$ cat src/rtl/usb_host_xfer_ctrl_pkg.sv
// ============================================================================
// Module   : USBPkg
// Purpose  : Shared state encoding and default parameters for the USB host
//            page-transfer controller.
// Revision : 1.0
// ============================================================================
`default_nettype none

package USBPkg;

    localparam int DEF_DATA_W         = 64;
    localparam int DEF_PAGE_W         = 16;
    localparam int DEF_MAX_BURST      = 4;
    localparam int DEF_MAX_RETRY      = 3;
    localparam int DEF_TIMEOUT_CYCLES = 1024;

    typedef enum logic [2:0] {
        ST_IDLE  = 3'd0,
        ST_FETCH = 3'd1,
        ST_ISSUE = 3'd2,
        ST_WAIT  = 3'd3,
        ST_CHECK = 3'd4,
        ST_DONE  = 3'd5
    } xfer_state_t;

endpackage

`default_nettype wire

$ cat src/rtl/usb_host_xfer_ctrl_watchdog.sv
// ============================================================================
// Module   : usb_xfer_watchdog
// Purpose  : Cycle counter flagging an engine operation that never finishes.
//            Built only when USB_XFER_TIMEOUT_EN is defined.
// Revision : 1.0
// ============================================================================
`default_nettype none

`ifdef USB_XFER_TIMEOUT_EN
module usb_xfer_watchdog #(
    parameter int LIMIT = 1024
) (
    input  logic clock,
    input  logic reset_n,
    input  logic clear,
    input  logic enable,
    output logic expired
);

    localparam int CNT_W = $clog2(LIMIT + 1);

    logic [CNT_W-1:0] r_count;

    // expired rises on the LIMIT-th enabled cycle after a clear
    assign expired = enable && (r_count == CNT_W'(LIMIT - 1));

    always_ff @(posedge clock) begin
        if (!reset_n || clear) begin
            r_count <= '0;
        end else if (enable && !expired) begin
            r_count <= r_count + 1'b1;
        end
    end

endmodule
`endif

`default_nettype wire

$ cat src/rtl/usb_host_xfer_ctrl.sv
// ============================================================================
// Module   : usb_host_xfer_ctrl
// Purpose  : Splits a multi-page read/write request into per-page engine
//            operations with retry. Optional macro USB_XFER_TIMEOUT_EN adds
//            an engine watchdog.
// Revision : 1.0
// ============================================================================
`default_nettype none

module usb_host_xfer_ctrl
    import USBPkg::*;
#(
    parameter int DATA_W         = DEF_DATA_W,
    parameter int PAGE_W         = DEF_PAGE_W,
    parameter int MAX_BURST      = DEF_MAX_BURST,
    parameter int MAX_RETRY      = DEF_MAX_RETRY,
    parameter int TIMEOUT_CYCLES = DEF_TIMEOUT_CYCLES
) (
    input  logic                           clock,
    input  logic                           reset_n,
    input  logic                           req_valid,
    output logic                           req_ready,
    input  logic                           req_write,
    input  logic [PAGE_W-1:0]              req_page,
    input  logic [$clog2(MAX_BURST+1)-1:0] req_len,
    input  logic [DATA_W-1:0]              wr_data,
    input  logic                           wr_valid,
    output logic                           wr_ready,
    output logic [DATA_W-1:0]              rd_data,
    output logic                           rd_valid,
    output logic                           done,
    output logic                           done_ok,
    output logic [PAGE_W-1:0]              fail_page,
    output logic [7:0]                     retries_used,
    output logic                           eng_read_start,
    output logic                           eng_write_start,
    output logic [PAGE_W-1:0]              eng_mempage,
    output logic [DATA_W-1:0]              eng_write_data,
    input  logic                           eng_finished,
    input  logic                           eng_read_success,
    input  logic                           eng_write_success,
    input  logic [DATA_W-1:0]              eng_read_data
);

    localparam int LEN_W = $clog2(MAX_BURST + 1);
    localparam int RTY_W = $clog2(MAX_RETRY + 1);

    xfer_state_t       r_state;
    xfer_state_t       w_next;
    logic              r_write;
    logic [PAGE_W-1:0] r_page;
    logic [LEN_W-1:0]  r_len;
    logic [LEN_W-1:0]  r_idx;
    logic [RTY_W-1:0]  r_retry;
    logic [7:0]        r_retries_used;
    logic [DATA_W-1:0] r_wdata;
    logic [DATA_W-1:0] r_rdata;
    logic              r_eng_ok;
    logic              r_done_ok;
    logic [PAGE_W-1:0] r_fail_page;
    logic [LEN_W-1:0]  w_len;
    logic              w_last;
    logic              w_can_retry;
    logic              w_timeout;

`ifdef USB_XFER_TIMEOUT_EN
    usb_xfer_watchdog #(
        .LIMIT   (TIMEOUT_CYCLES)
    ) u_watchdog (
        .clock   (clock),
        .reset_n (reset_n),
        .clear   (r_state != ST_WAIT),
        .enable  (r_state == ST_WAIT),
        .expired (w_timeout)
    );
`else
    assign w_timeout = 1'b0;
`endif

    always_comb begin
        w_len = req_len;
        if (req_len == '0) begin
            w_len = LEN_W'(1);
        end else if (req_len > LEN_W'(MAX_BURST)) begin
            w_len = LEN_W'(MAX_BURST);
        end
    end

    assign w_last      = (r_idx == r_len - 1'b1);
    assign w_can_retry = (r_retry < RTY_W'(MAX_RETRY));

    assign eng_mempage    = r_page + PAGE_W'(r_idx);
    assign eng_write_data = r_wdata;
    assign rd_data        = r_rdata;
    assign done_ok        = r_done_ok;
    assign fail_page      = r_fail_page;
    assign retries_used   = r_retries_used;

    always_ff @(posedge clock) begin
        if (!reset_n) begin
            r_state <= ST_IDLE;
        end else begin
            r_state <= w_next;
        end
    end

    always_comb begin
        w_next = r_state;
        case (r_state)
            ST_IDLE:  if (req_valid) w_next = req_write ? ST_FETCH : ST_ISSUE;
            ST_FETCH: if (wr_valid) w_next = ST_ISSUE;
            ST_ISSUE: w_next = ST_WAIT;
            ST_WAIT:  if (eng_finished || w_timeout) w_next = ST_CHECK;
            ST_CHECK: begin
                if (r_eng_ok) begin
                    w_next = w_last ? ST_DONE : (r_write ? ST_FETCH : ST_ISSUE);
                end else begin
                    w_next = w_can_retry ? ST_ISSUE : ST_DONE;
                end
            end
            ST_DONE:  w_next = ST_IDLE;
            default:  w_next = ST_IDLE;
        endcase
    end

    always_comb begin
        req_ready       = (r_state == ST_IDLE);
        wr_ready        = (r_state == ST_FETCH);
        eng_read_start  = (r_state == ST_ISSUE) && !r_write;
        eng_write_start = (r_state == ST_ISSUE) && r_write;
        rd_valid        = (r_state == ST_CHECK) && !r_write && r_eng_ok;
        done            = (r_state == ST_DONE);
    end

    always_ff @(posedge clock) begin
        if (!reset_n) begin
            r_write        <= 1'b0;
            r_page         <= '0;
            r_len          <= '0;
            r_idx          <= '0;
            r_retry        <= '0;
            r_retries_used <= '0;
            r_wdata        <= '0;
            r_rdata        <= '0;
            r_eng_ok       <= 1'b0;
            r_done_ok      <= 1'b0;
            r_fail_page    <= '0;
        end else begin
            case (r_state)
                ST_IDLE: begin
                    if (req_valid) begin
                        r_write        <= req_write;
                        r_page         <= req_page;
                        r_len          <= w_len;
                        r_idx          <= '0;
                        r_retry        <= '0;
                        r_retries_used <= '0;
                        r_done_ok      <= 1'b0;
                        r_fail_page    <= '0;
                    end
                end
                ST_FETCH: begin
                    if (wr_valid) r_wdata <= wr_data;
                end
                ST_WAIT: begin
                    // engine status is captured with eng_finished and judged in CHECK
                    if (eng_finished) begin
                        r_eng_ok <= r_write ? eng_write_success : eng_read_success;
                        if (!r_write && eng_read_success) r_rdata <= eng_read_data;
                    end else if (w_timeout) begin
                        r_eng_ok <= 1'b0;
                    end
                end
                ST_CHECK: begin
                    if (r_eng_ok) begin
                        if (w_last) begin
                            r_done_ok <= 1'b1;
                        end else begin
                            r_idx   <= r_idx + 1'b1;
                            r_retry <= '0;
                        end
                    end else if (w_can_retry) begin
                        r_retry <= r_retry + 1'b1;
                        if (r_retries_used != 8'hFF) r_retries_used <= r_retries_used + 1'b1;
                    end else begin
                        r_fail_page <= eng_mempage;
                    end
                end
                default: ;
            endcase
        end
    end

endmodule

`default_nettype wire

$ cat config.mk
export PLATFORM = sky130hd
export DESIGN_NAME = usb_host_xfer_ctrl
export DESIGN_NICKNAME = d
export VERILOG_FILES = /design/src/rtl/usb_host_xfer_ctrl_pkg.sv /design/src/rtl/usb_host_xfer_ctrl_watchdog.sv /design/src/rtl/usb_host_xfer_ctrl.sv
export SDC_FILE = /design/constraint.sdc
export NUM_CORES = 1
export LEC_CHECK = 0
export ABC_AREA = 0
export CELL_PAD_IN_SITES_DETAIL_PLACEMENT = 0
export CELL_PAD_IN_SITES_GLOBAL_PLACEMENT = 1
export CORE_MARGIN = 2
export CORE_UTILIZATION = 30
export CTS_CLUSTER_DIAMETER = 80
export DETAILED_ROUTE_END_ITERATION = 6
export PLACE_DENSITY_LB_ADDON = 0.1
export SYNTH_ARGS = -nofsm -noshare
export SYNTH_HDL_FRONTEND = slang
export SYNTH_HIERARCHICAL = 1
export SYNTH_SLANG_ARGS = --single-unit
$ cat constraint.sdc
create_clock -name clock -period 6.1 [get_ports clock]
set_input_delay 1.22 -clock clock [delete_from_list [all_inputs] [get_ports clock]]
set_output_delay 1.22 -clock clock [all_outputs]
set_load 0.03 [all_outputs]
# Word-level counts from Yosys, hierarchy flattened
# Cells that the tools add are included.
op_classes:
  addsub: 5
  magnitude_cmp: 2
  eq_ne: 19
  n_mux: 34
  reduce_logical: 19
ops:
  columns: ["operator", "n"]
  rows:
  - ["$mux W16", 3]
  - ["$mux W3", 11]
  - ["$mux W8", 4]
  - ["$pmux W16 S2", 1]
  - ["$ne A2 B2 Y1 const B", 9]
  - ["$add A16 B3 Y16", 1]
  - ["$pmux W8 S2", 1]
  - ["$reduce_and A4 Y1", 4]
  - ["$pmux W3 S5", 1]
  - ["$mux W2", 6]
  - ["$add A8 B1 Y8 const B", 1]
  - ["$ne A8 B8 Y1 const B", 1]
  - ["$eq A3 B2 Y1 const B", 2]
  - ["$eq A3 B3 Y1 const B", 2]
  - ["$logic_not A3 Y1", 2]
  - ["$ne A3 B3 Y1 const B", 2]
  - ["$pmux W3 S2", 1]
  - ["$reduce_and A2 Y1", 3]
  - ["$reduce_and A3 Y1", 2]
  - ["$logic_and A1 B1 Y1", 5]
  - ["$reduce_and A5 Y1", 1]
  - ["$mux W1", 4]
  - ["$pmux W2 S2", 1]
  - ["$add A3 B1 Y3 const B", 1]
  - ["other kinds (10)", 10]
word_totals:
  register_bits: 182
  input_bits: 155
  output_inout_bits: 175
  elab_cells: 91

# Longest topological paths before layout
depth:
  depth_word: 5
  depth_mapped: 8
  ltp_nobuf: 8

# Worst setup path before layout
# No wires, ideal clock.
synth_timing:
  kind: "register -> output"
  start: "register r_idx[0]"
  end: "output port eng_mempage[8]"
  t_arrival_ns: 2.048
  required_time_ns: 4.880
  slack_ns: 2.832
  path_stages_with_launch: 8
  path_buffers: 0
  cell_sequence: "dfxtp_1 ha_1 inv_1 fa_1 nor2b_1 o211a_1 nand4_1 xnor2_1"
synth_via:
  elab_chain_cells: 1
synth_lines:
  columns: ["item", "line_no", "text"]
  rows:
  - ["start, declared", "usb_host_xfer_ctrl.sv:53", "logic [LEN_W-1:0] r_idx;"]
  - ["start signal, assigned", "usb_host_xfer_ctrl.sv:179", "r_idx <= r_idx + 1'b1;"]
  - ["$add A16 B3 Y16", "usb_host_xfer_ctrl.sv:92", "assign eng_mempage = r_page + PAGE_W'(r_idx);"]
  - ["end, declared", "usb_host_xfer_ctrl.sv:37", "output logic [PAGE_W-1:0] eng_mempage,"]
# No other way between the ends.

# Worst setup path after layout
layout_timing:
  start: "register r_idx[0]"
  end: "output port eng_mempage[10]"
# Same word-level chain as after synthesis.

==> impl_metrics.csv <==
group,metric,value,unit
floorplan,die_area,24700,sq um
layout,fin_util,0.480,
floorplan,fp.dieW,157,um
timing,finClkSkew,0.0144,ns
timing,timing.fmax,235,MHz
critical_path,cp-end-kind,"primary output",
synth,syn_avg_cell_area,7.93,sq um
floorplan,dieHeight,157,um
critical_path,r2r_setup_slack,3.19,ns
layout,stdcell_count,1520,
timing,rsz0062_at_grt,"no",
synth,ys.flop_type,"dfxtp_1",
place,dp_hpwl,16300,um
worst_hold_path,min_path_type,"register to register",
grt,grtUsageTotal,0.185,
cts,cts_made_buffers,17,
place,portBuffers,329,
detailed_routing,wl_per_cell,15.6,um
place,dpl_cell_area,10600,sq um
place,gp_congestion,0.779,
detailed_routing,vias,6900,
detailed_routing,wl,23800,um
critical_path,reg2regPathDepth,6,
cts,cts_resized,0,
timing,relSlewSlack,0.246,
critical_path,crit_family,"buffers and inverters",
floorplan,io_pins,330,
layout,final_area,11200,sq um
critical_path,reg2reg_from,"r_state[1]",
cts,cts_htree_levels,4,
layout,layout_commonest_cell,"clkdlybuf4s50_1",
timing,drv_slew,0,
floorplan,rows,56,
pwr,p_leak,3.81,nW
detailed_routing,drt-initial-drc-count,327,
cts,clk_path_buf_depth,2,
cts,cts_hold_buf,0,
timing,final_hold_viol_count,0,
grt,grt_max_degree,115,
synth,syn_area,7040,sq um
critical_path,critPathBufInv,2,
critical_path,reg2reg_to,"rd_data[1]",
layout,nFillCells,2363,
synth,synthesis.nets,1051,
timing,fin_crit,4.26,ns
pwr,powerDensity,256,nW/um^2
pwr,ir_worst_vdd,151,uV
timing,finalWorstSetupSlack,1.84,ns
floorplan,core-area,23300,sq um
critical_path,critical_path_class,"register to primary output",
cts,clkSinkCount,182,
worst_hold_path,hold_path_end,"rd_data[36]",
layout,final_nets,1350,
pwr,p_total,2.85,mW
status,status,"finished clean",
synth,synth_edf_count,0,
critical_path,cp.arrival,3.04,ns
grt,grt_first_pass_wirelength,35600,um
synth,async_flop_share,0,
critical_path,start_kind,"register",
grt,grt_pass1_vias,6433,
detailed_routing,drt_pass1_iterations,4,
critical_path,crit_path_max_fanout,5,
cts,cts_tree,"yes",
detailed_routing,viasPerCell,4.54,
synth,yosys_warnings,6,
floorplan,start_util,0.303,
place,dpl_worst_slack,2.32,ns
worst_hold_path,whs_path_depth,2,
critical_path,path_cells,"ha_1 -> inv_1 -> fa_1 -> nor2b_1 -> o211a_1 -> nand3_1 -> xnor2_1 -> clkdlybuf4s50_1",
cts,cts.clk_slew.worst_paths,0.08,ns
detailed_routing,drc,0,
layout,final_cell_mix,"clkdlybuf4s50_1 (329), nand2_1 (310), dfxtp_1 (182), a21oi_1 (162), nor2_1 (26)",
cts,clkLatencyLatePin,0.43,ns
synth,synth_cell_type_count,49,
timing,whs,0.454,ns
cts,cts_setup_buffers,0,
place,placed_cells,1487,
worst_hold_path,hp-start,"rd_data[36]",
synth,ys_seq_area_frac,0.517,
layout,syn2layout_area_growth,58.6,%
timing,finalCritPeriodShare,0.698,
timing,setup_viol,0,
grt,antenna_found_initial,1,
critical_path,crit_path_top_delay_cell,"clkdlybuf4s50_1",
run,max_cap_violations,0,
timing,worstMarginPinSlew,1.12,ns
detailed_routing,ant_nets,0,
synth,ys_ff_latch,182,
critical_path,max_stage_delay,0.76,ns
timing,tns,0,ns
grt,grt-ovfl-total,0,
cts,cts_root_buffer,"clkbuf_16",
critical_path,cp_data_required_time,4.88,ns
synth,synth_cells,888,
layout,drive_above_1_share,0.0425,
==> worst max-delay path by stage <==
| stage | to | startpoint | cells past startpoint | slack (ns) |
|---|---|---|---|---|
| 2_1_floorplan | eng_mempage[8] | r_idx[0] | 7 | 2.83 |
| 3_3_place_gp | eng_mempage[10] | r_idx[0] | 8 | 2.35 |
| 3_5_place_dp | eng_mempage[10] | r_idx[0] | 8 | 2.32 |
| 4_1_cts | eng_mempage[10] | r_idx[0] | 8 | 1.81 |
| 5_1_grt | eng_mempage[10] | r_idx[0] | 8 | 1.59 |
| 6_report | eng_mempage[10] | r_idx[0] | 8 | 1.84 |
==> per-layer routing <==
layer  track usage  part of all wire  up-vias
met5             0           0.00055        -
li1              -                 -     3549
met1         0.219              0.42     3090
met3        0.0865              0.10       28
met2         0.298              0.46      231
met4        0.0558             0.015        2
==> flip-flops by register name (all words and copies together), names as in the netlist, 3 cells and up <==
name and count:
r_state 3, r_page 16, r_len 3, rd_data 64
retries_used 8, r_idx 3, eng_write_data 64, fail_page 16
==> where the power goes <==
group,internal (mW),leakage [nW],switching (mW)
sequential,1.23,1.47,0.0440
clock,0.576,0.270,0.520
combinational,0.220,2.06,0.261
==> cell usage after synthesis (all sizes together) (2+ instances only) <==
| cell | instances | area share |
|---|---|---|
| o21a | 2 | 0.0021 |
| nand3 | 13 | 0.0092 |
| nor2 | 27 | 0.015 |
| nor3b | 2 | 0.0028 |
| o21ai | 11 | 0.0078 |
| nand3b | 3 | 0.0032 |
| clkbuf | 40 | 0.021 |
| a211o | 2 | 0.0025 |
| buf | 17 | 0.012 |
| or3 | 3 | 0.0027 |
| ha | 7 | 0.012 |
| xor2 | 5 | 0.0062 |
| nand4 | 5 | 0.0044 |
| xnor2 | 17 | 0.021 |
| and3 | 6 | 0.0053 |
| nor4b | 3 | 0.0046 |
| a31o | 2 | 0.0025 |
| nor3 | 11 | 0.0078 |
| o211ai | 4 | 0.0043 |
| a32o | 9 | 0.013 |
| a211oi | 2 | 0.0021 |
| a22oi | 3 | 0.0032 |
| nand2 | 311 | 0.17 |
| inv | 14 | 0.0075 |
| a21oi | 162 | 0.12 |
| nor4 | 5 | 0.0044 |
| dfxtp | 182 | 0.52 |
| nor2b | 4 | 0.0036 |
==> logic make-up after synthesis <==
logic type	Yosys count	synth area share
mux	1	0.00142
xor+xnor	23	0.0306
compound gates	203	0.159
fa+ha+maj	8	0.0153
flops	182	0.517
simple gates	399	0.235
buf+inv	72	0.0412
==> worst reg2reg max path, cell delays in order (launching register included) <==
cell and delay (ns):
dfxtp_1 0.71, inv_2 0.15, or4_1 0.64, nor2_4 0.63
buf_4 0.46, nand2_1 0.12, a21oi_1 0.13
==> final cells by class <==
type | count | area [sq um] | area share
timing repair buffer | 337 | 3370 | 0.301
antenna | 1 | 2.50 | 0.000224
clock buffer | 18 | 429 | 0.0384
multi-input combinational | 634 | 3120 | 0.280
sequential | 182 | 3640 | 0.326
inverter | 15 | 58.8 | 0.00527
clock inverter | 14 | 144 | 0.0129
tap | 319 | 399 | 0.0357
Power figures use the tool's default switching activity.
